File: config.mk
export PLATFORM = sky130hd
export DESIGN_NAME = jpeg_pixel_packer_flat
export DESIGN_NICKNAME = d
export VERILOG_FILES = /design/src/rtl/jpeg_pixpack_pkg.sv /design/src/rtl/jpeg_pixel_packer_if.sv /design/src/rtl/jpeg_pixpack_rgb565.sv /design/src/rtl/jpeg_pixel_packer.sv /design/src/flat_wrapper.sv
export SDC_FILE = /design/constraint.sdc
export NUM_CORES = 2
export LEC_CHECK = 0
export CORE_ASPECT_RATIO = 2
export CORE_MARGIN = 3
export CORE_UTILIZATION = 50
export CTS_CLUSTER_SIZE = 12
export DETAILED_ROUTE_END_ITERATION = 16
export PLACE_DENSITY = 0.69
export SLEW_MARGIN = 15
export SYNTH_ARGS = -nofsm -noshare
export SYNTH_HDL_FRONTEND = slang
export SYNTH_SLANG_ARGS = --single-unit
File: constraint.sdc
create_clock -name clk_i -period 10.8 [get_ports clk_i]
set_input_delay 1.08 -clock clk_i [delete_from_list [all_inputs] [get_ports clk_i]]
set_output_delay 1.08 -clock clk_i [all_outputs]
set_load 0.01 [all_outputs]
File: src/rtl/jpeg_pixpack_pkg.sv
// rtl/jpeg_pixpack_pkg.sv - shared types and constants for the JPEG pixel packer
package jpeg_pixpack_pkg;

    typedef logic [15:0] rgb565_t;

    typedef struct packed {
        rgb565_t     data;
        logic [15:0] x;
        logic [15:0] y;
        logic        last;
    } pixel_t;

    typedef enum logic {
        ST_EMPTY     = 1'b0,
        ST_HOLD_EVEN = 1'b1
    } hold_state_t;

    // Ordered-dither thresholds indexed by {y[0], x[0]}, two bits per entry, entry 0 in the LSBs.
    localparam logic [7:0] DITHER_LUT = {2'd1, 2'd3, 2'd2, 2'd0};

    localparam logic [3:0] STRB_PAIR = 4'b1111;
    localparam logic [3:0] STRB_EVEN = 4'b0011;
    localparam logic [3:0] STRB_ODD  = 4'b1100;

endpackage

File: src/rtl/jpeg_pixel_packer_if.sv
// rtl/jpeg_pixel_packer_if.sv - pixel input stream and framebuffer write stream of the packer
interface jpeg_pixel_packer_if;

    logic        pixel_valid_i;
    logic        pixel_accept_o;
    logic [15:0] pixel_width_i;
    logic [15:0] pixel_height_i;
    logic [15:0] pixel_x_i;
    logic [15:0] pixel_y_i;
    logic [7:0]  pixel_r_i;
    logic [7:0]  pixel_g_i;
    logic [7:0]  pixel_b_i;

    logic        wr_valid_o;
    logic        wr_accept_i;
    logic [31:0] wr_addr_o;
    logic [31:0] wr_data_o;
    logic [3:0]  wr_strb_o;

    modport slave (
        input  pixel_valid_i, pixel_width_i, pixel_height_i, pixel_x_i, pixel_y_i,
        input  pixel_r_i, pixel_g_i, pixel_b_i,
        output pixel_accept_o,
        output wr_valid_o, wr_addr_o, wr_data_o, wr_strb_o,
        input  wr_accept_i
    );

    modport master (
        output pixel_valid_i, pixel_width_i, pixel_height_i, pixel_x_i, pixel_y_i,
        output pixel_r_i, pixel_g_i, pixel_b_i,
        input  pixel_accept_o,
        input  wr_valid_o, wr_addr_o, wr_data_o, wr_strb_o,
        output wr_accept_i
    );

endinterface

File: src/rtl/jpeg_pixpack_rgb565.sv
// rtl/jpeg_pixpack_rgb565.sv - combinational RGB888 to RGB565 conversion
// Optional 2x2 ordered dither before truncation when JPEG_PIXPACK_DITHER_EN is defined.
module jpeg_pixpack_rgb565
    import jpeg_pixpack_pkg::*;
(
    input  logic [7:0] i_r,
    input  logic [7:0] i_g,
    input  logic [7:0] i_b,
    input  logic       i_x0,
    input  logic       i_y0,
    output rgb565_t    o_rgb
);

`ifdef JPEG_PIXPACK_DITHER_EN
    logic [2:0] w_idx;
    logic [1:0] w_t;
    logic [8:0] w_r_sum, w_g_sum, w_b_sum;
    logic [7:0] w_r, w_g, w_b;
    logic       w_unused;

    assign w_idx   = {i_y0, i_x0, 1'b0};
    assign w_t     = DITHER_LUT[w_idx +: 2];
    assign w_r_sum = {1'b0, i_r} + {6'd0, w_t, 1'b0};
    assign w_g_sum = {1'b0, i_g} + {7'd0, w_t};
    assign w_b_sum = {1'b0, i_b} + {6'd0, w_t, 1'b0};
    // Saturate so bright channels never wrap to black.
    assign w_r     = w_r_sum[8] ? 8'hFF : w_r_sum[7:0];
    assign w_g     = w_g_sum[8] ? 8'hFF : w_g_sum[7:0];
    assign w_b     = w_b_sum[8] ? 8'hFF : w_b_sum[7:0];
    assign o_rgb   = {w_r[7:3], w_g[7:2], w_b[7:3]};
    assign w_unused = ^{w_r[2:0], w_g[1:0], w_b[2:0]};
`else
    logic w_unused;

    assign o_rgb    = {i_r[7:3], i_g[7:2], i_b[7:3]};
    assign w_unused = ^{i_r[2:0], i_g[1:0], i_b[2:0], i_x0, i_y0};
`endif

endmodule

File: src/rtl/jpeg_pixel_packer.sv
// rtl/jpeg_pixel_packer.sv - packs MCU-ordered pixels into RGB565 pair words for a raster framebuffer
// Optional ordered dither selected by JPEG_PIXPACK_DITHER_EN.
module jpeg_pixel_packer
    import jpeg_pixpack_pkg::*;
#(
    parameter int ADDR_W = 32,
    parameter int CNT_W  = 32
) (
    input  logic               clk_i,
    input  logic               rst_i,
    input  logic [31:0]        fb_base_i,
    input  logic [15:0]        fb_stride_i,
    jpeg_pixel_packer_if.slave bus,
    output logic               frame_done_o,
    output logic               busy_o
);

    logic              r_run, r_in_frame;
    logic [CNT_W-1:0]  r_count, r_total, w_total;
    logic [ADDR_W-1:0] r_base, w_base, w_addr;
    logic [15:0]       r_stride, w_stride;
    logic [31:0]       w_area;
    logic              w_take, w_last, w_drop, w_accept;
    rgb565_t           w_rgb;

    pixel_t            r_s1, r_hold;
    logic              r_s1_valid;
    logic [ADDR_W-1:0] r_s1_addr, r_hold_addr;
    hold_state_t       r_state;

    logic              r_wr_valid, r_wr_last, r_frame_done;
    logic [ADDR_W-1:0] r_wr_addr;
    logic [31:0]       r_wr_data;
    logic [3:0]        r_wr_strb;

    logic              w_advance, w_emit, w_emit_last, w_to_hold, w_pair;
    logic [ADDR_W-1:0] w_emit_addr;
    logic [31:0]       w_emit_data;
    logic [3:0]        w_emit_strb;

    jpeg_pixpack_rgb565 u_rgb565 (
        .i_r   (bus.pixel_r_i),
        .i_g   (bus.pixel_g_i),
        .i_b   (bus.pixel_b_i),
        .i_x0  (bus.pixel_x_i[0]),
        .i_y0  (bus.pixel_y_i[0]),
        .o_rgb (w_rgb)
    );

    // Frame geometry comes straight from the inputs for the first pixel, from the latches afterwards.
    assign w_area   = 32'(bus.pixel_width_i) * 32'(bus.pixel_height_i);
    assign w_total  = r_in_frame ? r_total  : CNT_W'(w_area);
    assign w_base   = r_in_frame ? r_base   : ADDR_W'(fb_base_i);
    assign w_stride = r_in_frame ? r_stride : fb_stride_i;
    assign w_addr   = w_base + ADDR_W'(32'(bus.pixel_y_i) * 32'(w_stride))
                    + ADDR_W'({bus.pixel_x_i[15:1], 2'b00});
    assign w_drop   = (w_total == '0);
    assign w_last   = (r_count == w_total - 1'b1);

    assign w_accept = r_run & (~r_s1_valid | w_advance);
    assign w_take   = bus.pixel_valid_i & w_accept;

    always_ff @(posedge clk_i or negedge rst_i) begin
        if (!rst_i) begin
            r_run      <= 1'b0;
            r_in_frame <= 1'b0;
            r_count    <= '0;
            r_total    <= '0;
            r_base     <= '0;
            r_stride   <= '0;
            r_s1_valid <= 1'b0;
            r_s1       <= '0;
            r_s1_addr  <= '0;
        end else begin
            r_run <= 1'b1;
            if (w_take && !w_drop) begin
                if (w_last) begin
                    r_in_frame <= 1'b0;
                    r_count    <= '0;
                end else begin
                    r_in_frame <= 1'b1;
                    r_count    <= r_count + 1'b1;
                end
                if (!r_in_frame) begin
                    r_total  <= w_total;
                    r_base   <= w_base;
                    r_stride <= w_stride;
                end
                r_s1_valid <= 1'b1;
                r_s1       <= '{data: w_rgb, x: bus.pixel_x_i, y: bus.pixel_y_i, last: w_last};
                r_s1_addr  <= w_addr;
            end else if (w_advance) begin
                r_s1_valid <= 1'b0;
            end
        end
    end

    assign w_pair = (r_s1.x == r_hold.x + 16'd1) && (r_s1.y == r_hold.y);

    // Emission is gated by the registered output valid only, keeping wr_accept_i off the accept path.
    always_comb begin
        w_advance   = 1'b0;
        w_emit      = 1'b0;
        w_to_hold   = 1'b0;
        w_emit_last = 1'b0;
        w_emit_addr = r_s1_addr;
        w_emit_data = '0;
        w_emit_strb = STRB_EVEN;
        if (r_s1_valid) begin
            if (r_state == ST_EMPTY) begin
                if (!r_s1.x[0] && !r_s1.last) begin
                    w_advance = 1'b1;
                    w_to_hold = 1'b1;
                end else if (!r_wr_valid) begin
                    w_advance   = 1'b1;
                    w_emit      = 1'b1;
                    w_emit_last = r_s1.last;
                    if (r_s1.x[0]) begin
                        w_emit_data = {r_s1.data, 16'h0000};
                        w_emit_strb = STRB_ODD;
                    end else begin
                        w_emit_data = {16'h0000, r_s1.data};
                    end
                end
            end else if (!r_wr_valid) begin
                w_emit      = 1'b1;
                w_emit_addr = r_hold_addr;
                if (w_pair) begin
                    w_advance   = 1'b1;
                    w_emit_data = {r_s1.data, r_hold.data};
                    w_emit_strb = STRB_PAIR;
                    w_emit_last = r_s1.last;
                end else begin
                    // Flush the lone even pixel; the new one is reconsidered next cycle from EMPTY.
                    w_emit_data = {16'h0000, r_hold.data};
                    w_emit_last = r_hold.last;
                end
            end
        end
    end

    always_ff @(posedge clk_i or negedge rst_i) begin
        if (!rst_i) begin
            r_state      <= ST_EMPTY;
            r_hold       <= '0;
            r_hold_addr  <= '0;
            r_wr_valid   <= 1'b0;
            r_wr_last    <= 1'b0;
            r_wr_addr    <= '0;
            r_wr_data    <= '0;
            r_wr_strb    <= '0;
            r_frame_done <= 1'b0;
        end else begin
            if (w_to_hold) begin
                r_state     <= ST_HOLD_EVEN;
                r_hold      <= r_s1;
                r_hold_addr <= r_s1_addr;
            end else if (w_emit && r_state == ST_HOLD_EVEN) begin
                r_state <= ST_EMPTY;
            end
            if (w_emit) begin
                r_wr_valid <= 1'b1;
                r_wr_last  <= w_emit_last;
                r_wr_addr  <= w_emit_addr;
                r_wr_data  <= w_emit_data;
                r_wr_strb  <= w_emit_strb;
            end else if (bus.wr_accept_i) begin
                r_wr_valid <= 1'b0;
            end
            r_frame_done <= r_wr_valid & bus.wr_accept_i & r_wr_last;
        end
    end

    assign bus.pixel_accept_o = w_accept;
    assign bus.wr_valid_o     = r_wr_valid;
    assign bus.wr_addr_o      = 32'(r_wr_addr);
    assign bus.wr_data_o      = r_wr_data;
    assign bus.wr_strb_o      = r_wr_strb;
    assign frame_done_o       = r_frame_done;
    assign busy_o             = r_s1_valid | (r_state == ST_HOLD_EVEN) | r_wr_valid | r_in_frame;

endmodule

File: src/flat_wrapper.sv
// flat-port wrapper written by rule: the top's interface ports become plain ports
module jpeg_pixel_packer_flat import jpeg_pixpack_pkg::*;
#(
    parameter int ADDR_W = 32,
    parameter int CNT_W  = 32
)
  (clk_i, rst_i, fb_base_i, fb_stride_i, frame_done_o, busy_o, bus_pixel_valid_i, bus_pixel_width_i, bus_pixel_height_i, bus_pixel_x_i, bus_pixel_y_i, bus_pixel_r_i, bus_pixel_g_i, bus_pixel_b_i, bus_pixel_accept_o, bus_wr_valid_o, bus_wr_addr_o, bus_wr_data_o, bus_wr_strb_o, bus_wr_accept_i);
  jpeg_pixel_packer_if bus_i ();
  input  logic clk_i;
  input  logic rst_i;
  input  logic [31:0] fb_base_i;
  input  logic [15:0] fb_stride_i;
  output logic frame_done_o;
  output logic busy_o;
  input wire logic [$bits(bus_i.pixel_valid_i)-1:0] bus_pixel_valid_i;
  input wire logic [$bits(bus_i.pixel_width_i)-1:0] bus_pixel_width_i;
  input wire logic [$bits(bus_i.pixel_height_i)-1:0] bus_pixel_height_i;
  input wire logic [$bits(bus_i.pixel_x_i)-1:0] bus_pixel_x_i;
  input wire logic [$bits(bus_i.pixel_y_i)-1:0] bus_pixel_y_i;
  input wire logic [$bits(bus_i.pixel_r_i)-1:0] bus_pixel_r_i;
  input wire logic [$bits(bus_i.pixel_g_i)-1:0] bus_pixel_g_i;
  input wire logic [$bits(bus_i.pixel_b_i)-1:0] bus_pixel_b_i;
  output wire logic [$bits(bus_i.pixel_accept_o)-1:0] bus_pixel_accept_o;
  output wire logic [$bits(bus_i.wr_valid_o)-1:0] bus_wr_valid_o;
  output wire logic [$bits(bus_i.wr_addr_o)-1:0] bus_wr_addr_o;
  output wire logic [$bits(bus_i.wr_data_o)-1:0] bus_wr_data_o;
  output wire logic [$bits(bus_i.wr_strb_o)-1:0] bus_wr_strb_o;
  input wire logic [$bits(bus_i.wr_accept_i)-1:0] bus_wr_accept_i;
  assign bus_i.pixel_valid_i = bus_pixel_valid_i;
  assign bus_i.pixel_width_i = bus_pixel_width_i;
  assign bus_i.pixel_height_i = bus_pixel_height_i;
  assign bus_i.pixel_x_i = bus_pixel_x_i;
  assign bus_i.pixel_y_i = bus_pixel_y_i;
  assign bus_i.pixel_r_i = bus_pixel_r_i;
  assign bus_i.pixel_g_i = bus_pixel_g_i;
  assign bus_i.pixel_b_i = bus_pixel_b_i;
  assign bus_pixel_accept_o = bus_i.pixel_accept_o;
  assign bus_wr_valid_o = bus_i.wr_valid_o;
  assign bus_wr_addr_o = bus_i.wr_addr_o;
  assign bus_wr_data_o = bus_i.wr_data_o;
  assign bus_wr_strb_o = bus_i.wr_strb_o;
  assign bus_i.wr_accept_i = bus_wr_accept_i;
  jpeg_pixel_packer #(.ADDR_W(ADDR_W), .CNT_W(CNT_W)) u_core (.clk_i(clk_i), .rst_i(rst_i), .fb_base_i(fb_base_i), .fb_stride_i(fb_stride_i), .bus(bus_i), .frame_done_o(frame_done_o), .busy_o(busy_o));
endmodule
==> results.tsv <==
metric	value	unit
crit-path max cell delay	0.87	ns
Clock Pin Slew Worst Setup and Hold Paths	0.06	ns
syn avg cell area	9.16	sq um
Synth Area in Adders	31.7	%
post-synthesis simple-gate area fraction	18.0	%
vias in the first global route	29795	
Reg2Reg Depth	26	
WL/cell	19.7	um
first-pass GRT wire length	157000	um
core area	70100	sq um
CTS Sinks	347	
io pins	212	
status	complete, no violations	
CP dominant cell by count	fa_1	
HP Start	u_core.r_stride[13]	
Fillers	6306	
crit path max-delay cell type	clkdlybuf4s50_1	
Clock Latency Late Sink	0.57	ns
register area share after synthesis	24.4	%
post-DP HPWL	77100	um
flops & latches, synth	347	
Final nets	4779	
CTS buffer count	36	
switch share	48.8	%
RSZ-0062 raised after global routing	false	
largest net degree at the start of global routing	143	
Antenna Violating Nets Remaining	0	
fin crit period	9.60	ns
kind of critical path	primary input to register	
Hold Crit Class	register to register	
Distinct cells, synth	90	
Slew Viols, Final	0	
top cell type's share of synthesized area	24.4	%
initial antenna violation count	7	
Area contributors post-synth	fa_1 24%, dfrtp_1 24%, nand2_1 8.2%, ha_1 7.2%, inv_1 6.0%	
Yosys warning total	0	
most frequent cell after synthesis	nand2_1	
Synth-to-Final Area Change	11.4	%
Vias/cell	5.53	
Fmax	104	MHz
multiplexer share of the synthesized area	5.33	%
power density cells	221	nW/um^2
die height	383	um
DR vias	27245	
H-Tree Depth	2	
multi-input logic area	24100	sq um
Total Routed Length	96900	um
Starting Density	50.8	%
Mapped Cells	3883	
cts hold-fix bufs	0	
drt first pass iters	5	
Post-CTS Setup Bufs	0	
top cells by count, synth	776 x nand2_1, 566 x inv_1, 434 x fa_1	
Switch Pwr	4.28	mW
r2r endpoint	u_core.r_s1_addr[29]	
CTS tree	done	
layout cells sized above 1	7.18	%
area leader, netlist	fa_1	
leak pwr	19.3	nW
DR iter-0 viols	1246	
main flop type after synthesis	dfrtp_1	
hold worst-path end	u_core.r_stride[13]	
FF/Latch Area	8690	sq um
Compound-Gate Fraction of Synth Area	8.85	%
syn nets	4663	
Tightest Pin Transition	1.10	ns
DRC	0	
WP data arrival	10.02	ns
worst hold slack	0.470	ns
largest family of logic cells by synthesized area	adder cells	
Clock Power Share	13.8	%
port buffer count	203	
Critical R2R Launch	u_core.r_in_frame	
CTS-repair resized insts	0	
relative slew slack	26.5	%
die footprint	74600	sq um
Final Cycle Share	88.9	%
Worst Setup SP	bus_pixel_width_i[6]	
GRT Util Overall	26.6	%
internal power	4.48	mW
grt total ovfl	0	
Max rail drop VDD	0.339	mV
worst clock skew	0.0245	ns
Worst Setup End Kind	register	
crit path max fanout	33	
Max clock buf depth	3	
Final setup viols	0	
max cap viols	0	
flop-to-flop setup slack	2.10	ns
GPL Wtd Cong	0.937	
post-route setup TNS	0	ns
startpoint types	primary input	
Clock Tree Root	clkbuf_16	
final hold vios	0	
Std-Cell Rows	137	
Synth Area in XOR/XNOR	3.72	%
sequential share of power	20.7	%
WHS Path Cells	2	
Required @ worst endpoint	11.23	ns
synthesized area	35600	sq um
Post-synth ARST share	100	%
Chip Width	195	um
combinational share of power	65.5	%
Post-synth EDFFs	0	
worst max-delay path by stage:
stage	end	slack, ns	cells after the start
2_1_floorplan	u_core.r_s1_addr[31]	2.00	35
3_3_place_gp	u_core.r_count[1]	0.79	26
3_5_place_dp	u_core.r_count[1]	0.74	26
4_1_cts	u_core.r_count[1]	1.30	26
5_1_grt	u_core.r_count[1]	0.82	27
6_report	u_core.r_count[1]	1.20	27
power groups by stage:
stage | registers, mW | logic (mW) | clock network, mW
after global placement | 1.82 | 5.65 | 0
final | 1.81 | 5.74 | 1.21
after detailed placement | 1.83 | 5.69 | 0
after floorplan | 1.80 | 4.07 | 0
after global routing | 1.85 | 6.39 | 1.29
after CTS | 1.81 | 5.75 | 1.25
registers in the layout (all words and copies together) (netlist names), 16 cells and up:
register              flops
u_core.bus.wr_addr_o     32
u_core.r_hold_addr       32
u_core.r_count           32
u_core.r_hold            49
u_core.r_base            32
u_core.r_s1              49
u_core.r_s1_addr         32
u_core.r_stride          16
u_core.r_total           32
u_core.bus.wr_data_o     32
cell type report:
type                    count  area share (%)
inverters                 566            5.36
multi-input cells        2792            60.9
diodes                      7          0.0442
flip-flops and latches    347            21.9
clock buffers              45            2.41
repair buffers            256            6.27
clock inverters             7           0.290
well taps                 903            2.85
metrics by stage:
step	utilization [%]	cells	area (sq um)	power (mW)	setup slack, ns
CTS	56.5	4916	39600	8.81	1.30
global route	56.5	4919	39600	9.53	0.824
floorplan	-	3883	35600	5.87	2.00
finish	56.5	4923	39600	8.76	1.20
detailed placement	55.0	4864	38500	7.53	0.739
global placement	55.0	4864	38500	7.47	0.791
worst max-delay path: cells and delay by family:
kind	cells	cell delay, ns
adders and majority gates	7	3.40
and+or+nand+nor	10	2.94
buffers and inverters	6	1.34
AOI/OAI and AO/OA	3	0.92
muxes	1	0.28
layout by cell type (no fill, tap or decap), types with 18 or more instances in the layout:
cell	instances
inv_1	566
and2_1	178
buf_4	49
mux2_2	108
xor2_1	55
nor2_2	30
a22o_1	18
nor3_1	44
xnor2_1	96
nand2_1	773
o21ai_0	154
ha_1	206
a21oi_1	61
nand3_1	46
and3_1	23
or3_1	19
fa_1	434
nand4_1	27
nor2_1	80
a21o_1	32
a22oi_1	18
mux2i_1	68
dfrtp_1	346
nor2b_1	61
clkbuf_16	36
clkdlybuf4s50_1	202
logic make-up (layout without fill, tap and decap cells):
group / Yosys count / count (layout)
multiplexers: 176 / 176
adder cells (fa/ha/maj): 640 / 640
AND/OR/NAND/NOR: 1368 / 1368
flip-flops: 347 / 347
other: 1 / 8
buffers and inverters: 744 / 874
XOR/XNOR: 151 / 151
AO/OA/AOI/OAI: 456 / 456
layer usage:
metal / track usage, % / vias up / part of all wire, %
met1: 25.8 / 13662 / 32
met5: 0 / - / 0
met3: 2.47 / 325 / 3.5
met4: 17.4 / 0 / 7.8
met2: 52.4 / 682 / 57
li1: - / 12576 / -
No activity file was read; power rests on OpenSTA's default activity.
